==> src/rtl/reg_counter_param_if.sv <==
// Control strobes and status outputs of the parametrised counting register.
interface reg_counter_param_if #(
  parameter int unsigned WIDTH = 16,
  parameter int unsigned LENW  = 8
);
  logic             clear;
  logic             write_en;
  logic [WIDTH-1:0] datain;
  logic             inc;
  logic             dec;
  logic             burst_start;
  logic [LENW-1:0]  burst_len;
  logic [WIDTH-1:0] dataout;
  logic             at_zero;
  logic             at_limit;
  logic             wrap_evt;
  logic             busy;
  logic             done;

  modport master (
    output clear, write_en, datain, inc, dec, burst_start, burst_len,
    input  dataout, at_zero, at_limit, wrap_evt, busy, done
  );

  modport slave (
    input  clear, write_en, datain, inc, dec, burst_start, burst_len,
    output dataout, at_zero, at_limit, wrap_evt, busy, done
  );
endinterface

==> src/rtl/reg_counter_param.sv <==
// Counting register with bounded range (wrap or saturate), inc/dec, load and
// an autonomous burst-increment mode.
module reg_counter_param #(
  parameter int unsigned      WIDTH    = 16,
  parameter int unsigned      STEP     = 1,
  parameter logic [WIDTH-1:0] LIMIT    = '1,
  parameter bit               SATURATE = 1'b0,
  parameter int unsigned      LENW     = 8
) (
  input logic clk,
  input logic reset,
  reg_counter_param_if.slave bus
);

  typedef enum logic { IDLE, RUN } state_t;

  localparam logic [WIDTH:0] STEP_E = (WIDTH+1)'(STEP);
  localparam logic [WIDTH:0] MOD_E  = {1'b0, LIMIT} + (WIDTH+1)'(1);

  state_t           state_q, state_d;
  logic [WIDTH-1:0] cnt_q, cnt_d;
  logic [LENW-1:0]  rem_q, rem_d;
  logic             wrap_q, wrap_d;
  logic             busy_q, busy_d;
  logic             done_q, done_d;

  logic [WIDTH:0]   sum;
  logic [WIDTH-1:0] inc_val, dec_val;
  logic             inc_ovf, dec_unf;

  // Wrapped results are exact modulo 2**WIDTH since they are always <= LIMIT.
  always_comb begin
    sum     = {1'b0, cnt_q} + STEP_E;
    inc_ovf = (sum > {1'b0, LIMIT});
    inc_val = sum[WIDTH-1:0];
    if (inc_ovf) inc_val = SATURATE ? LIMIT : (sum[WIDTH-1:0] - MOD_E[WIDTH-1:0]);

    dec_unf = ({1'b0, cnt_q} < STEP_E);
    dec_val = cnt_q - STEP_E[WIDTH-1:0];
    if (dec_unf) dec_val = SATURATE ? '0 : (cnt_q + MOD_E[WIDTH-1:0] - STEP_E[WIDTH-1:0]);
  end

  always_comb begin
    state_d = state_q;
    cnt_d   = cnt_q;
    rem_d   = rem_q;
    wrap_d  = 1'b0;
    done_d  = 1'b0;
    unique case (state_q)
      IDLE: begin
        if (bus.clear) begin
          cnt_d = '0;
        end else if (bus.write_en) begin
          if (bus.datain > LIMIT) begin
            cnt_d  = LIMIT;
            wrap_d = 1'b1;
          end else begin
            cnt_d = bus.datain;
          end
        end else if (bus.burst_start && (bus.burst_len != '0)) begin
          rem_d   = bus.burst_len;
          state_d = RUN;
        end else if (bus.inc && bus.dec) begin
          cnt_d = cnt_q;
        end else if (bus.inc) begin
          cnt_d  = inc_val;
          wrap_d = inc_ovf;
        end else if (bus.dec) begin
          cnt_d  = dec_val;
          wrap_d = dec_unf;
        end
      end
      RUN: begin
        if (bus.clear) begin
          cnt_d   = '0;
          rem_d   = '0;
          state_d = IDLE;
        end else begin
          cnt_d  = inc_val;
          wrap_d = inc_ovf;
          rem_d  = rem_q - LENW'(1);
          if (rem_q == LENW'(1)) begin
            state_d = IDLE;
            done_d  = 1'b1;
          end
        end
      end
      default: state_d = IDLE;
    endcase
    busy_d = (state_d == RUN);
  end

  always_ff @(posedge clk) begin
    if (reset) begin
      state_q <= IDLE;
      cnt_q   <= '0;
      rem_q   <= '0;
      wrap_q  <= 1'b0;
      busy_q  <= 1'b0;
      done_q  <= 1'b0;
    end else begin
      state_q <= state_d;
      cnt_q   <= cnt_d;
      rem_q   <= rem_d;
      wrap_q  <= wrap_d;
      busy_q  <= busy_d;
      done_q  <= done_d;
    end
  end

  assign bus.dataout  = cnt_q;
  assign bus.at_zero  = (cnt_q == '0);
  assign bus.at_limit = (cnt_q == LIMIT);
  assign bus.wrap_evt = wrap_q;
  assign bus.busy     = busy_q;
  assign bus.done     = done_q;

endmodule

==> src/flat_wrapper.sv <==
// flat-port wrapper written by rule: the top's interface ports become plain ports
module reg_counter_param_flat 
#(
  parameter int unsigned      WIDTH    = 16,
  parameter int unsigned      STEP     = 1,
  parameter logic [WIDTH-1:0] LIMIT    = '1,
  parameter bit               SATURATE = 1'b0,
  parameter int unsigned      LENW     = 8
)
  (clk, reset, bus_clear, bus_write_en, bus_datain, bus_inc, bus_dec, bus_burst_start, bus_burst_len, bus_dataout, bus_at_zero, bus_at_limit, bus_wrap_evt, bus_busy, bus_done);
  reg_counter_param_if #(.WIDTH(WIDTH), .LENW(LENW)) bus_i ();
  input logic clk;
  input logic reset;
  input wire logic [$bits(bus_i.clear)-1:0] bus_clear;
  input wire logic [$bits(bus_i.write_en)-1:0] bus_write_en;
  input wire logic [$bits(bus_i.datain)-1:0] bus_datain;
  input wire logic [$bits(bus_i.inc)-1:0] bus_inc;
  input wire logic [$bits(bus_i.dec)-1:0] bus_dec;
  input wire logic [$bits(bus_i.burst_start)-1:0] bus_burst_start;
  input wire logic [$bits(bus_i.burst_len)-1:0] bus_burst_len;
  output wire logic [$bits(bus_i.dataout)-1:0] bus_dataout;
  output wire logic [$bits(bus_i.at_zero)-1:0] bus_at_zero;
  output wire logic [$bits(bus_i.at_limit)-1:0] bus_at_limit;
  output wire logic [$bits(bus_i.wrap_evt)-1:0] bus_wrap_evt;
  output wire logic [$bits(bus_i.busy)-1:0] bus_busy;
  output wire logic [$bits(bus_i.done)-1:0] bus_done;
  assign bus_i.clear = bus_clear;
  assign bus_i.write_en = bus_write_en;
  assign bus_i.datain = bus_datain;
  assign bus_i.inc = bus_inc;
  assign bus_i.dec = bus_dec;
  assign bus_i.burst_start = bus_burst_start;
  assign bus_i.burst_len = bus_burst_len;
  assign bus_dataout = bus_i.dataout;
  assign bus_at_zero = bus_i.at_zero;
  assign bus_at_limit = bus_i.at_limit;
  assign bus_wrap_evt = bus_i.wrap_evt;
  assign bus_busy = bus_i.busy;
  assign bus_done = bus_i.done;
  reg_counter_param #(.WIDTH(WIDTH), .STEP(STEP), .LIMIT(LIMIT), .SATURATE(SATURATE), .LENW(LENW)) u_core (.clk(clk), .reset(reset), .bus(bus_i));
endmodule
==> config.mk <==
export PLATFORM = sky130hd
export DESIGN_NAME = reg_counter_param_flat
export DESIGN_NICKNAME = d
export VERILOG_FILES = /design/src/rtl/reg_counter_param_if.sv /design/src/rtl/reg_counter_param.sv /design/src/flat_wrapper.sv
export SDC_FILE = /design/constraint.sdc
export NUM_CORES = 1
export LEC_CHECK = 0
export ABC_AREA = 1
export CORE_UTILIZATION = 40
export DETAILED_ROUTE_END_ITERATION = 16
export PLACE_DENSITY_LB_ADDON = 0.25
export SLEW_MARGIN = 20
export SYNTH_ARGS = -nofsm -noshare
export SYNTH_HDL_FRONTEND = slang
export SYNTH_SLANG_ARGS = --single-unit
==> constraint.sdc <==
create_clock -name clk -period 1.9 [get_ports clk]
set_clock_uncertainty 0.1 [all_clocks]
set_input_delay 0.38 -clock clk [delete_from_list [all_inputs] [get_ports clk]]
set_output_delay 0.38 -clock clk [all_outputs]
set_load 0.01 [all_outputs]
-- Word-level counts from Yosys, hierarchy flattened
Cells that the tools add are included.
- register bits after elaboration: 27
- bits of input ports: 31
- word-level logic and storage cells: 57
- add/subtract/negate cells: 3
- $lt $le $gt $ge: 3
- equality and inequality tests: 8
- muxes and demuxes: 30
- bitwise logic cells: 1
- reductions and logical operators: 7
- operators by type and width (kind ; number):
    16-bit 2-to-1 mux ; 8
    8-bit 2-to-1 mux ; 4
    16-bit one-hot mux with 2 select lines ; 1
    16-bit by 1-bit adder with 17-bit output, second input constant ; 1
    17-bit by 16-bit greater-than comparator with 1-bit output, second input constant ; 1
    16-bit == test, second input constant ; 1
    16-bit greater-than comparator, second input constant ; 1
    16-bit zero test ; 1
    16-bit by 1-bit < comparator with 1-bit output, second input constant ; 1
    8-bit one-hot mux with 2 select lines ; 1
    16-bit by 1-bit subtractor with 16-bit output, second input constant ; 1
    1-bit 2-to-1 mux ; 14
    8-bit by 1-bit == test with 1-bit output, second input constant ; 1
    4-bit inequality test, second input constant ; 2
    8-bit nonzero test ; 1
    8-bit by 1-bit subtractor with 8-bit output, second input constant ; 1
    3-bit AND reduction ; 2
    5-bit inequality test, second input constant ; 1
    2-bit inequality test, second input constant ; 2
    1-bit one-hot mux with 2 select lines ; 2
    3-bit OR reduction ; 1
    1-bit logical AND ; 2
    2-bit by 1-bit inequality test with 1-bit output, second input constant ; 1
    1-bit NOT ; 1

-- Logic depth before layout (Yosys ltp)
- depth after elaboration: 8
- mapped depth: 13

-- Worst setup path after synthesis
OpenSTA, ideal clock, no wires.
- path kind: reg-to-output
- start point: reg u_core.cnt_q[1] (netlist: u_core.bus.dataout[1])
- end point: out bus_at_limit
- arrival: 1.544 ns
- required time: 1.420 ns
- slack: -0.124 ns
- cell stages (with the launch flop): 6
- buffers on the path: 0
- cell sequence: dfxtp_1 ha_1 nand3_1 nor2_2 nand3_1 nor4_1
- cells in the longest elaborated chain, start to end: 1
- RTL lines (item ; line ; text):
    start: declaration ; reg_counter_param.sv:21 ; logic [WIDTH-1:0] cnt_q, cnt_d;
    start signal: assignment ; reg_counter_param.sv:103 ; cnt_q <= cnt_d;
    16-bit == test ; reg_counter_param.sv:113 ; assign bus.at_limit = (cnt_q == LIMIT);
    end: declaration ; flat_wrapper.sv:23 ; output wire logic [$bits(bus_i.at_limit)-1:0] bus_at_limit;
Every way passes these cells.

-- Worst setup path in the final report
Ends and elaborated chain as after synthesis.

==> flow_metrics.env <==
export IMPL_cts_tree="built"
export IMPL_worst_pin_slew_ps=422
export IMPL_nets=598
export IMPL_fin_crit_ps=1990
export IMPL_num_vias=3456
export IMPL_clock_sinks=27
export IMPL_hold_viol=0
export IMPL_run_status="finished, violations left"
export IMPL_hold_buffers=0
export IMPL_path_cells="ha_4 -> nand3_4 -> nor2_4 -> nand3_4 -> nor4_4 -> buf_2"
export IMPL_final_core_util_pct=68.2
export IMPL_critPathLaunchType="flop"
export IMPL_tns_ps=-120
export IMPL_syn_area_um2=2470
export IMPL_ir_worst_vdd_uv=318
export IMPL_total_power_mw=1.89
export IMPL_hpwl_um=6680
export IMPL_dieArea_um2=6490
export IMPL_clk_latency_ps=290
export IMPL_yosysTopAreaCellShare_pct=21.9
export IMPL_syn_nets=471
export IMPL_setup_ws_ps=-92.4
export IMPL_antenna_found_initial=0
export IMPL_numCtsBuffers=3
export IMPL_globalRoute_totalOverflow=0
export IMPL_whs_path_depth=2
export IMPL_yosysUniqueCellTypes=28
export IMPL_io_buffer_count=51
export IMPL_grt_total_usage_pct=28.6
export IMPL_rows=28
export IMPL_ant_nets=0
export IMPL_grt_pass1_vias=3150
export IMPL_total_leakage_power_nw=1.83
export IMPL_final_period_utilization_pct=105
export IMPL_multi_input_area_um2=1990
export IMPL_die_x_um=80.6
export IMPL_violations="setup timing"
export IMPL_hold_class="flop to flop"
export IMPL_syn_avg_cell_area_um2=5.69
export IMPL_end_kind="primary output"
export IMPL_wirelength_um=9380
export IMPL_h_tree_depth=1
export IMPL_synth_seq_cells=27
export IMPL_antenna_cells=0
export IMPL_syn_to_final_growth_pct=64.5
export IMPL_r2r_slack_ps=-20
export IMPL_critPathKind="flop to primary output"
export IMPL_r2r_cells=14
export IMPL_core_um2=5960
export IMPL_critical_path_slowest_cell="dfxtp_4"
export IMPL_reg2reg_from="u_core.bus.dataout[1]"
export IMPL_worstPathMaxFanout=4
export IMPL_timing_critical_path_buf_inv=1
export IMPL_wire_per_inst_um=14.8
export IMPL_die_y_um=80.6
export IMPL_timing_fmax_mhz=502
export IMPL_fillers=513
export IMPL_relSlewSlack_pct=71.8
export IMPL_yosysWarnings=0
export IMPL_first_pass_iters=4
export IMPL_drive_gt1_share_pct=32.7
export IMPL_clockRootBuffer="clkbuf_8"
export IMPL_crit_path_max_incr_delay_ps=380
export IMPL_synth_area_leaders="dfxtp_1 22%, nand2_1 21%, a21oi_1 8.3%"
export IMPL_cts_buffer_depth=2
export IMPL_holdWs_ps=405
export IMPL_seq_area_um2=562
export IMPL_setup_viol_count_final=3
export IMPL_start_util_pct=41.5
export IMPL_grt_max_degree=17
export IMPL_vias_per_cell=5.44
export IMPL_num_io_pins=52
export IMPL_slew_violations=0
export IMPL_place_congestion=0.969
export IMPL_arrival_ps=1510
export IMPL_ys_seq_area_share_pct=21.9
export IMPL_crit_path_frequent_cell="nand3_4"
export IMPL_grt_first_pass_wirelength_um=14500
export IMPL_hold_start="u_core.rem_q[1]"
export IMPL_cap_violations=0
export IMPL_synth_top_cell_by_area="dfxtp_1"
export IMPL_route_detailed_drc=0
export IMPL_crit_family="simple AND/OR/NAND/NOR gates"
export IMPL_rr_endpoint="u_core.bus.wrap_evt"
export IMPL_power_density_nw_per_um2=465
export IMPL_first_iter_violations=230
export IMPL_rsz0062_at_grt="true"
export IMPL_synthCells=434
export IMPL_crit_required_ps=1420
export IMPL_hold_end="u_core.rem_q[1]"
export IMPL_cts_clk_slew_worst_paths_ps=110
==> layout make-up <==
class	instances	area share, %
multi-input cells	349	49.0
repair buffers	142	30.0
flip-flops and latches	27	13.8
inverters	38	3.63
well taps	75	2.31
clock buffers	3	1.02
clock inverters	1	0.185
==> worst min-delay path, cell delays in order, from the launching register on <==
cell	delay (ps)
dfxtp_1	340
nand2_1	60
a31oi_1	60
==> synthesized netlist by cell type <==
master,number
inv_1,36
nand3b_1,2
inv_2,1
buf_2,7
ha_1,6
o22ai_1,1
clkbuf_1,10
a31oi_1,5
nor2_1,52
o21ai_0,16
o211ai_1,10
nor4_1,1
nand3_1,25
a21oi_1,41
buf_4,3
nand4_2,1
and2_1,1
or2_2,3
nor3_1,7
clkinv_1,1
nor2_2,6
or3_1,1
o21bai_1,1
nand2_1,140
xnor2_1,2
dfxtp_1,27
nand4_1,14
xor2_1,14
==> registers in the layout, indices dropped and copies added (netlist names) <==
register / count
u_core.bus.dataout: 16
u_core.rem_q: 8
u_core.bus.done: 1
u_core.bus.wrap_evt: 1
u_core.state_q: 1
==> per-layer routing <==
layer / GRT usage [%] / vias up / wire length [um] / part of all wire (%)
met1: 37.8 / 1643 / 4180 / 45
met2: 46.3 / 116 / 4440 / 47
met5: 0 / - / 0 / 0
li1: - / 1670 / - / -
met3: 3.52 / 27 / 470 / 5.0
met4: 12.3 / 0 / 282 / 3.0
==> worst max path at each step <==
| stage | slack (ps) | end | startpoint | cells after the start |
|---|---|---|---|---|
| CTS | -240 | bus_at_limit | u_core.bus.dataout[1] | 6 |
| floorplan | 10 | bus_at_limit | u_core.bus.dataout[1] | 5 |
| global placement | -370 | bus_at_limit | u_core.bus.dataout[0] | 6 |
| detailed placement | -420 | bus_at_limit | u_core.bus.dataout[1] | 6 |
| finish | -90 | bus_at_limit | u_core.bus.dataout[1] | 6 |
| global route | -170 | bus_at_limit | u_core.bus.dataout[1] | 6 |
==> what timing repair did <==
action / 4_1_cts / 5_1_grt
pin swaps: 13 / 33
hold endpoints to repair: 0 / 0
endpoints found under the setup margin: 13 / 29
resized for setup: 43 / 81
setup buffers: 2 / 9
==> per-stage QoR <==
stage | setup slack (ps) | instances | cell area (um^2)
finish | -92.4 | 635 | 4060
global route | -165 | 635 | 4060
CTS | -239 | 627 | 3780
detailed placement | -425 | 621 | 3590
global placement | -369 | 621 | 3590
floorplan | 10.3 | 434 | 2480
==> power breakdown <==
group | switching [mW] | total, mW | internal [mW]
registers | 0.0356 | 0.635 | 0.600
clock network | 0.215 | 0.364 | 0.150
logic | 0.475 | 0.891 | 0.416
total | 0.726 | 1.89 | 1.17
==> cell usage in the layout (no fill, tap or decap), types with 3 or more instances in the layout <==
cell,instances
a21oi_1,37
a21oi_2,4
a31oi_1,5
buf_4,86
buf_6,4
clkbuf_8,3
clkdlybuf4s50_1,42
dfxtp_1,14
dfxtp_2,11
dlymetal6s2s_1,6
ha_1,3
ha_4,3
inv_1,32
inv_2,3
nand2_1,126
nand2_2,13
nand3_1,18
nand3_2,5
nand4_1,14
nor2_1,31
nor2_2,17
nor2_4,10
nor3_1,3
nor3_2,4
o211ai_1,10
o21ai_0,8
o21ai_1,5
o21ai_2,3
or2_2,3
xor2_1,13
==> logic make-up (layout without fill, tap and decap cells) <==
kind of cell / Yosys count / in the layout / share of synthesized area, %
and+or+nand+nor: 253 / 253 / 43.4
adders and majority gates: 6 / 6 / 3.04
buffers and inverters: 58 / 184 / 9.62
xor gates and xnor gates: 16 / 16 / 5.67
DFF: 27 / 27 / 21.9
AOI/OAI and AO/OA: 74 / 74 / 16.4
Power figures use the tool's default switching activity.
